### src/rtl/eth_decap_if.sv
// ---------------------------------------------------------------------------
// eth_decap_if
// Bundles the two streaming sides of the TLP-over-Ethernet receive
// decapsulator, which share the clk156 domain:
//   s_axis_*  MAC RX AXI4-Stream beats. There is no tready, so every valid
//             beat is consumed.
//   wr_en/din TLP output FIFO write port. The entry is
//             {src_id[1:0], err, tlast, tkeep[7:0], tdata[63:0]}.
//   full      FIFO programmable-full. It asserts with at least 2 entries
//             still free.
// Modports:
//   slave   the decapsulator. It consumes the RX beats and drives the FIFO
//           write.
//   master  the surroundings. They drive the RX beats and full, and they
//           observe the FIFO write.
// ---------------------------------------------------------------------------
interface eth_decap_if;
  logic        s_axis_tvalid;
  logic [63:0] s_axis_tdata;
  logic [7:0]  s_axis_tkeep;
  logic        s_axis_tlast;
  logic        s_axis_tuser;
  logic        wr_en;
  logic [75:0] din;
  logic        full;

  modport slave (
    input  s_axis_tvalid, s_axis_tdata, s_axis_tkeep, s_axis_tlast,
           s_axis_tuser, full,
    output wr_en, din
  );

  modport master (
    output s_axis_tvalid, s_axis_tdata, s_axis_tkeep, s_axis_tlast,
           s_axis_tuser, full,
    input  wr_en, din
  );
endinterface

### src/rtl/eth_decap.sv
// ---------------------------------------------------------------------------
// eth_decap
// Receive-side decapsulator for the TLP-over-Ethernet tap link. For each
// frame it checks the destination MAC and the EtherType, strips the 16-byte
// encapsulation header (two beats), and writes the TLP payload beats into
// the output FIFO. A write is registered: a beat at cycle t is written at
// t+1.
// If the FIFO fills partway through a delivered frame, the frame is cut
// short. A terminator entry (err=1, tlast=1, tkeep=0) is then written, so
// that the consumer never sees an open TLP.
// Ports:
//   clk156          core clock (156.25 MHz), the only clock
//   sys_rst_n       synchronous active-low reset
//   bus             eth_decap_if slave: MAC RX stream in, FIFO write out
//   frame_ok_cnt    frames delivered clean (wraps)
//   frame_drop_cnt  frames rejected or error-marked (wraps)
//   ovf_cnt         frames truncated or refused because of FIFO full (wraps)
// ---------------------------------------------------------------------------
module eth_decap #(
  parameter logic [47:0] LOCAL_MAC = 48'h02_00_00_00_00_01,
  parameter logic [15:0] ETHERTYPE = 16'h88B5,
  parameter bit          PROMISC   = 1'b0
) (
  input  logic        clk156,
  input  logic        sys_rst_n,
  eth_decap_if.slave  bus,
  output logic [31:0] frame_ok_cnt,
  output logic [31:0] frame_drop_cnt,
  output logic [31:0] ovf_cnt
);

  typedef enum logic [2:0] {HDR0, HDR1, PAYLOAD, DISCARD, TERM} state_t;

  state_t      state_q, state_d;
  logic [1:0]  src_id_q, src_id_d;
  logic        term_pend_q, term_pend_d;   // truncated frame still running; terminator owed at its tlast
  logic        drop_flag_q, drop_flag_d;   // frame that began during TERM is mid-flight
  logic        wr_en_q, wr_en_d;
  logic [75:0] din_q, din_d;
  logic        inc_ok, inc_drop, inc_ovf;

  logic [47:0] dst_mac;
  logic [15:0] eth_type;
  logic        dst_miss;

  // Wire byte 0 is the most significant byte of a MAC address, and it also
  // lands in the low byte lane of tdata, so the lanes are reversed here.
  assign dst_mac  = {bus.s_axis_tdata[7:0],   bus.s_axis_tdata[15:8],
                     bus.s_axis_tdata[23:16], bus.s_axis_tdata[31:24],
                     bus.s_axis_tdata[39:32], bus.s_axis_tdata[47:40]};
  assign eth_type = {bus.s_axis_tdata[39:32], bus.s_axis_tdata[47:40]};
  assign dst_miss = (dst_mac != LOCAL_MAC) && !PROMISC;

  always_comb begin
    // NOTE: every signal this block writes gets a default first. A path that
    // left one unassigned would infer a latch.
    state_d     = state_q;
    src_id_d    = src_id_q;
    term_pend_d = term_pend_q;
    drop_flag_d = drop_flag_q;
    wr_en_d     = 1'b0;
    din_d       = din_q;
    inc_ok      = 1'b0;
    inc_drop    = 1'b0;
    inc_ovf     = 1'b0;

    unique case (state_q)
      HDR0: begin
        if (bus.s_axis_tvalid) begin
          if (dst_miss || bus.s_axis_tlast) begin
            inc_drop = 1'b1;
            state_d  = bus.s_axis_tlast ? HDR0 : DISCARD;
          end else begin
            state_d = HDR1;
          end
        end
      end

      HDR1: begin
        if (bus.s_axis_tvalid) begin
          if ((eth_type != ETHERTYPE) || bus.s_axis_tlast) begin
            inc_drop = 1'b1;
            state_d  = bus.s_axis_tlast ? HDR0 : DISCARD;
          end else begin
            src_id_d = bus.s_axis_tdata[49:48];
            // Nothing has been written yet, so a refused frame needs no
            // terminator.
            if (bus.full) begin
              inc_ovf = 1'b1;
              state_d = DISCARD;
            end else begin
              state_d = PAYLOAD;
            end
          end
        end
      end

      PAYLOAD: begin
        if (bus.s_axis_tvalid) begin
          // full is sampled with the beat. The 2-entry margin on full
          // absorbs the write that is already in the output register.
          if (!bus.full) begin
            wr_en_d = 1'b1;
            din_d   = {src_id_q, bus.s_axis_tlast & ~bus.s_axis_tuser,
                       bus.s_axis_tlast, bus.s_axis_tkeep, bus.s_axis_tdata};
            if (bus.s_axis_tlast) begin
              inc_ok   = bus.s_axis_tuser;
              inc_drop = ~bus.s_axis_tuser;
              state_d  = HDR0;
            end
          end else begin
            inc_ovf = 1'b1;
            if (bus.s_axis_tlast) begin
              state_d = TERM;
            end else begin
              state_d     = DISCARD;
              term_pend_d = 1'b1;
            end
          end
        end
      end

      DISCARD: begin
        if (bus.s_axis_tvalid && bus.s_axis_tlast) begin
          state_d     = term_pend_q ? TERM : HDR0;
          term_pend_d = 1'b0;
        end
      end

      TERM: begin
        // A beat seen here belongs to a frame that started before the
        // terminator could be written. That frame is dropped and is counted
        // once, at its first beat.
        if (bus.s_axis_tvalid) begin
          inc_drop    = ~drop_flag_q;
          drop_flag_d = ~bus.s_axis_tlast;
        end
        if (!bus.full) begin
          wr_en_d     = 1'b1;
          din_d       = {src_id_q, 1'b1, 1'b1, 8'h00, 64'h0};
          state_d     = drop_flag_d ? DISCARD : HDR0;
          drop_flag_d = 1'b0;
        end
      end

      default: state_d = HDR0;
    endcase
  end

  always_ff @(posedge clk156) begin
    // NOTE: state updates use non-blocking assignments. Every register then
    // samples values from before the edge, whatever order they are written
    // in here.
    if (!sys_rst_n) begin
      // NOTE: din is cleared along with the control state. It is only
      // 76 flops and not a memory, so a defined reset value costs nothing.
      state_q        <= HDR0;
      src_id_q       <= 2'd0;
      term_pend_q    <= 1'b0;
      drop_flag_q    <= 1'b0;
      wr_en_q        <= 1'b0;
      din_q          <= '0;
      frame_ok_cnt   <= 32'd0;
      frame_drop_cnt <= 32'd0;
      ovf_cnt        <= 32'd0;
    end else begin
      state_q        <= state_d;
      src_id_q       <= src_id_d;
      term_pend_q    <= term_pend_d;
      drop_flag_q    <= drop_flag_d;
      wr_en_q        <= wr_en_d;
      din_q          <= din_d;
      frame_ok_cnt   <= frame_ok_cnt   + {31'd0, inc_ok};
      frame_drop_cnt <= frame_drop_cnt + {31'd0, inc_drop};
      ovf_cnt        <= ovf_cnt        + {31'd0, inc_ovf};
    end
  end

  assign bus.wr_en = wr_en_q;
  assign bus.din   = din_q;

endmodule

### src/flat_wrapper.sv
// flat-port wrapper written by rule: the top's interface ports become plain ports
module eth_decap_flat 
#(
  parameter logic [47:0] LOCAL_MAC = 48'h02_00_00_00_00_01,
  parameter logic [15:0] ETHERTYPE = 16'h88B5,
  parameter bit          PROMISC   = 1'b0
)
  (clk156, sys_rst_n, frame_ok_cnt, frame_drop_cnt, ovf_cnt, bus_s_axis_tvalid, bus_s_axis_tdata, bus_s_axis_tkeep, bus_s_axis_tlast, bus_s_axis_tuser, bus_full, bus_wr_en, bus_din);
  eth_decap_if bus_i ();
  input  logic clk156;
  input  logic sys_rst_n;
  output logic [31:0] frame_ok_cnt;
  output logic [31:0] frame_drop_cnt;
  output logic [31:0] ovf_cnt;
  input wire logic [$bits(bus_i.s_axis_tvalid)-1:0] bus_s_axis_tvalid;
  input wire logic [$bits(bus_i.s_axis_tdata)-1:0] bus_s_axis_tdata;
  input wire logic [$bits(bus_i.s_axis_tkeep)-1:0] bus_s_axis_tkeep;
  input wire logic [$bits(bus_i.s_axis_tlast)-1:0] bus_s_axis_tlast;
  input wire logic [$bits(bus_i.s_axis_tuser)-1:0] bus_s_axis_tuser;
  input wire logic [$bits(bus_i.full)-1:0] bus_full;
  output wire logic [$bits(bus_i.wr_en)-1:0] bus_wr_en;
  output wire logic [$bits(bus_i.din)-1:0] bus_din;
  assign bus_i.s_axis_tvalid = bus_s_axis_tvalid;
  assign bus_i.s_axis_tdata = bus_s_axis_tdata;
  assign bus_i.s_axis_tkeep = bus_s_axis_tkeep;
  assign bus_i.s_axis_tlast = bus_s_axis_tlast;
  assign bus_i.s_axis_tuser = bus_s_axis_tuser;
  assign bus_i.full = bus_full;
  assign bus_wr_en = bus_i.wr_en;
  assign bus_din = bus_i.din;
  eth_decap #(.LOCAL_MAC(LOCAL_MAC), .ETHERTYPE(ETHERTYPE), .PROMISC(PROMISC)) u_core (.clk156(clk156), .sys_rst_n(sys_rst_n), .bus(bus_i), .frame_ok_cnt(frame_ok_cnt), .frame_drop_cnt(frame_drop_cnt), .ovf_cnt(ovf_cnt));
endmodule
### config.mk
export PLATFORM = sky130hd
export DESIGN_NAME = eth_decap_flat
export DESIGN_NICKNAME = d
export VERILOG_FILES = /design/src/rtl/eth_decap_if.sv /design/src/rtl/eth_decap.sv /design/src/flat_wrapper.sv
export SDC_FILE = /design/constraint.sdc
export NUM_CORES = 1
export LEC_CHECK = 0
export ABC_AREA = 1
export BUFFER_PORTS_ARGS = -buffer_cell sky130_fd_sc_hd__buf_4
export CORE_MARGIN = 5
export CORE_UTILIZATION = 47
export DETAILED_ROUTE_END_ITERATION = 12
export HOLD_SLACK_MARGIN = 0.15
export PLACE_DENSITY = 0.76
export SYNTH_ARGS = -nofsm -noshare
export SYNTH_HDL_FRONTEND = slang
export SYNTH_SLANG_ARGS = --single-unit
### constraint.sdc
create_clock -name clk156 -period 2.6 [get_ports clk156]
set_input_delay 0.13 -clock clk156 [delete_from_list [all_inputs] [get_ports clk156]]
set_output_delay 0.13 -clock clk156 [all_outputs]
set_load 0.05 [all_outputs]
After elaboration in Yosys (flattened, before gate mapping)
Cells that the tools add are included.
{"block": "totals", "reg_bits": 180, "in_bits": 78, "word_cells": 90}
{"block": "classes", "add_sub_neg": 3, "eq_ne": 15, "muxes": 48, "bitwise": 5, "n_reduce_logical": 10}
{"op": "76-bit two-way mux", "n": 3}
{"op": "76-bit case mux with 2 select lines", "n": 1}
{"op": "32-bit by 1-bit adder with 32-bit output", "n": 3}
{"op": "48-bit by 42-bit != test with 1-bit output, second input constant", "n": 1}
{"op": "3-bit two-way mux", "n": 11}
{"op": "1-bit two-way mux", "n": 26}
{"op": "16-bit != test, second input constant", "n": 1}
{"op": "3-bit case mux with 5 select lines", "n": 1}
{"op": "2-bit != test, second input constant", "n": 7}
{"op": "3-bit by 2-bit equality test with 1-bit output, second input constant", "n": 2}
{"op": "1-bit case mux with 2 select lines", "n": 3}
{"op": "6-bit AND reduction", "n": 1}
{"op": "5-bit AND reduction", "n": 1}
{"op": "2-bit two-way mux", "n": 2}
{"op": "1-bit NOT", "n": 4}
{"op": "1-bit case mux with 4 select lines", "n": 1}
{"op": "4-bit AND reduction", "n": 1}
{"op": "2-bit nonzero test", "n": 2}
{"op": "3-bit by 1-bit equality test with 1-bit output, second input constant", "n": 1}
{"op": "3-bit equality test, second input constant", "n": 1}
{"op": "3-bit zero test", "n": 1}
{"op": "3-bit != test, second input constant", "n": 1}
{"op": "3-bit AND reduction", "n": 1}
{"op": "1-bit logical OR", "n": 2}
{"op": "other kinds (3)", "n": 3}

Logic depth before layout (Yosys ltp)
{"block": "depth", "depth_word": 6, "depth_mapped": 24, "ltp_nobuf": 24}

Worst setup path before layout
OpenSTA, ideal clock, no wires.
{"block": "synth_timing", "path_kind": "register to register", "startpoint": "reg u_core.state_q[2]", "endpoint": "reg u_core.frame_drop_cnt[30]", "setup_time_ns": 0.114, "t_arrival_ns": 2.491, "required_ns": 2.486, "setup_slack_ns": -0.006, "stages_incl_launch_ff": 22, "period_less_slack_ns": 2.606, "path_cell_list": "dfxtp_1 > inv_2 > nand3_1 > inv_1 > nor2_1 > nand2_1 > nand3_1 > nand2_1 > nor2_1 > ha_1 > ha_1 > nand2_1 > nor2_1 > nand2_1 > nor2_2 > nand2_1 > nor2_2 > nand2_1 > nor2_1 > nand2_1 > nand2_1 > nor2_1"}
{"block": "synth_via", "elab_chain_len": 3, "elab_cells_between_ends": 6}
{"element": "start, declared", "line": "eth_decap.sv:34", "rtl": "state_t state_q, state_d;"}
{"element": "start signal, assigned", "line": "eth_decap.sv:167", "rtl": "state_q <= state_d;"}
{"element": "3-bit equality test (tied with other cells)", "line": "eth_decap.sv:67", "rtl": "unique case (state_q)"}
{"element": "1-bit case mux with 4 select lines (*)", "line": "eth_decap.sv:67"}
{"element": "32-bit by 1-bit adder with 32-bit output (*)", "line": "eth_decap.sv:174", "rtl": "frame_drop_cnt <= frame_drop_cnt + {31'd0, inc_drop};"}
{"element": "end signal, assigned", "line": "eth_decap.sv:174"}
{"element": "end, declared", "line": "eth_decap.sv:28", "rtl": "output logic [31:0] frame_drop_cnt,"}
Every way passes the cells marked *; elsewhere a longest branch is shown, timed or not.
A chain may end at the register's enable or synchronous reset.

Worst setup path in the final report
{"block": "layout_timing", "startpoint": "reg u_core.state_q[1]", "endpoint": "reg u_core.frame_drop_cnt[30]"}
The elaborated chain is that of the path after synthesis.

==> flow_summary.yaml <==
run_status:
  status: "completed"
clocking:
  clock_path_buffers: 2
  cts_buffers: 17
  clkLatencyLatePin_ns: 0.42
  clkSinkCount: 180
  cts_tree: "yes"
  cts_max_level: 4
  cts_root_buf: "clkbuf_16"
  clkTransAtPathRegs_ns: 0.07
synth:
  yosys.area.top_type: "dfxtp_1"
  yosysTopAreaCellShare_pct: 44.2
  yosysSeqAreaShare_pct: 44.2
  synth_top_family_by_area: "simple AND/OR/NAND/NOR gates"
  synth_edf_count: 0
  syn-num-nets: 1246
  synth_compound_area_share_pct: 13.5
  ys_top_cells_by_area: "dfxtp_1, nand2_1, nand3_1"
  syn_area_per_cell_sq_um: 7.01
  ys_types: 41
  ys_warn_count: 0
  syn_inst: 1162
  ys.flop_type: "dfxtp_1"
  synth.area.mux_share_pct: 0
  yosys_register_bits: 180
  yosys.area_share.adder_pct: 0.922
  ys_async_sr_fraction_pct: 0
  synth-simple-area-share_pct: 32.7
  netlist_area_sq_um: 8140
  synthXorXnorAreaFrac_pct: 1.18
place:
  dp_hpwl_um: 18400
  placed_cells: 1639
  gp_congestion: 0.944
  io_buffers: 250
worst_setup_path:
  critPathKind: "flip-flop to flip-flop"
  crit_fanout: 6
  crit_path_start_kind: "flip-flop"
  path_cells: "or2_4 -> nor2_8 -> a22oi_2 -> nand3_1 -> nand2_1 -> nor2_2 -> ha_2 -> ha_4 -> nand2_4 -> nor2_4 -> nand2_2 -> nor2_4 -> nand2_4 -> nor2_4 -> nand2_2 -> nor2_4 -> nand2_1 -> nand2_1 -> nor2_1"
  cp_num_buf_inv: 0
  setup.worst_path.end_class: "flip-flop"
  cpMostUsedCell: "nor2_4"
  cp_slowest_stage_delay_ns: 0.37
  crit_arrival_ns: 2.87
  cp_slowest_cell: "dfxtp_4"
  critical_path_required_ns: 2.92
  path_delay_family: "simple AND/OR/NAND/NOR gates"
power_and_ir_drop:
  power_leakage_nw: 5.25
  comb_power_share_pct: 11.1
  seqPwrFrac_pct: 46.9
  clock_power_share_pct: 42.0
  swShare_pct: 25.7
  power.internal_w: 0.00447
  p_sw_w: 0.00154
  finalPower_w: 0.00602
  power_density_nw_per_um2: 497
  vdd_ir_drop_max_v: 0.000451
global_routing:
  overflow: 0
  track_usage_pct: 26.5
  grt_pass1_wl_um: 44000
  first_global_vias: 8868
  antenna_found_initial: 0
  grt_max_degree: 77
sta:
  rsz0062_at_grt: "yes"
  slew_viol_final: 0
  skew_ns: 0.00903
  finalSetupViolations: 0
  post-route-period-util_pct: 97.9
  finalSetupTns_ns: 0
  whs_ns: 0.256
  fmax_mhz: 393
  worstMarginPinSlew_ns: 0.746
  hold_viol_final: 0
  max_slew_margin_pct: 50.3
  min_period_ns: 2.55
detailed_routing:
  via_per_inst: 5.32
  final_antenna_net_count: 0
  routed_wl_um: 27600
  drc: 0
  vias: 9319
  routedWlPerCell_um: 15.7
  drt_iter0_markers: 583
  dr.pass1.iters: 5
die:
  num_rows: 48
  die_h_um: 142
  initial_core_util_pct: 47.4
  dieArea_sq_um: 20100
  core_sq_um: 17200
  pin_count: 251
  die_w_um: 142
layout:
  final_common_cell: "buf_4"
  layout_common_cells: "buf_4, nand2_1, dfxtp_1, nand3_1, nor2_1"
  regArea_sq_um: 3610
  num-fill-cells: 1392
  layout.cells.non_filler: 1752
  multiInputGateArea_sq_um: 4200
  final_core_util_pct: 70.5
  nets: 1597
  final_layout_size_suffix_gt1_share_pct: 26.5
  areaGrowthSynthToFinish_pct: 48.8
worst_hold_path:
  hp-class: "input pin to flip-flop"
flow_run:
  cap_viol_max_count: 0
## per-stage QoR
| step | worst slack, ns | area (sq um) |
|---|---|---|
| after floorplan | -0.00282 | 8150 |
| after global placement | -0.142 | 10500 |
| after detailed placement | -0.182 | 10500 |
| after CTS | 0.00000377 | 11900 |
| after global routing | -0.133 | 12100 |
| final | 0.0548 | 12100 |
## path summary, 6_finish.rpt
kind	start	cells after the start	end	slack, ns
setup / recovery	u_core.state_q[1]	19	u_core.frame_drop_cnt[30]	0.05
hold reg to reg	u_core.term_pend_q	2	u_core.term_pend_q	0.46
hold / removal	sys_rst_n	2	u_core.bus.din[73]	0.26
setup reg to reg	u_core.state_q[1]	19	u_core.frame_drop_cnt[30]	0.05
## cells in the mapped netlist (2+ instances only)
cell	n
nand3_1	116
nor3_1	49
xnor2_1	5
clkbuf_2	4
o21ai_1	49
or2_2	5
o31ai_1	4
nand3b_1	10
nor3b_1	3
inv_1	109
nand4_1	18
a21oi_1	75
o21a_1	8
a31oi_1	3
nor4_1	5
inv_2	2
nor2_2	3
buf_1	9
nand2_1	263
a211oi_1	4
clkbuf_1	18
nor2_1	128
xor2_1	6
dfxtp_1	180
and3_1	3
ha_1	6
buf_2	7
o21ai_0	55
buf_6	3
## layer usage
layer / track usage, % / part of all wire [%] / wire, um
met1: 33.4 / 41 / 11300
met2: 43.7 / 48 / 13200
met3: 8.26 / 9.2 / 2550
met4: 7.98 / 2.0 / 545
met5: 0 / 0 / 0
## flip-flops by register name (all words and copies together) (netlist names)
register / count
u_core.bus.din: 76
u_core.bus.wr_en: 1
u_core.drop_flag_q: 1
u_core.frame_drop_cnt: 32
u_core.frame_ok_cnt: 32
u_core.ovf_cnt: 32
u_core.src_id_q: 2
u_core.state_q: 3
u_core.term_pend_q: 1
## power by group through the flow
| stage | Sequential (W) | Clock [W] | Combinational (W) |
|---|---|---|---|
| CTS | 0.00282 | 0.00257 | 0.000633 |
| detailed placement | 0.00288 | 0 | 0.000538 |
| global route | 0.00283 | 0.00269 | 0.000712 |
| global placement | 0.00288 | 0 | 0.000535 |
| floorplan | 0.00300 | 0 | 0.000187 |
| finish | 0.00282 | 0.00253 | 0.000665 |
## worst reg2reg max path: cells and delay by family, from the launching register on
kind / cells / cell delay [ns]
AOI/OAI and AO/OA: 1 / 0.08
adders and majority gates: 2 / 0.36
DFF: 1 / 0.37
and+or+nand+nor: 16 / 1.64
## cells by family (layout without fill, tap and decap cells)
family                     after synthesis  after routing
and+or+nand+nor                        608            608
other                                    0              1
buffers and inverters                  153            517
xor gates and xnor gates                11             11
adders and majority gates                6              6
AOI/OAI and AO/OA                      204            204
DFF                                    180            180
## what timing repair did
item / in CTS / in global routing
hold endpoints to repair: 80 / 0
resized for setup: 17 / 65
setup buffers: 2 / 5
pin swaps: 3 / 20
hold buffers: 76 / 0
cloned: 0 / 0
setup endpoints to repair: 18 / 47
## layout make-up
type	instances	area share (%)
sequential	180	29.8
inverter	112	3.51
clock inverter	12	0.991
timing repair buffer	373	25.0
clock buffer	20	3.77
antenna	1	0.0207
tap	225	2.32
multi-input combinational	829	34.6
(Power assumes the default switching activity.)
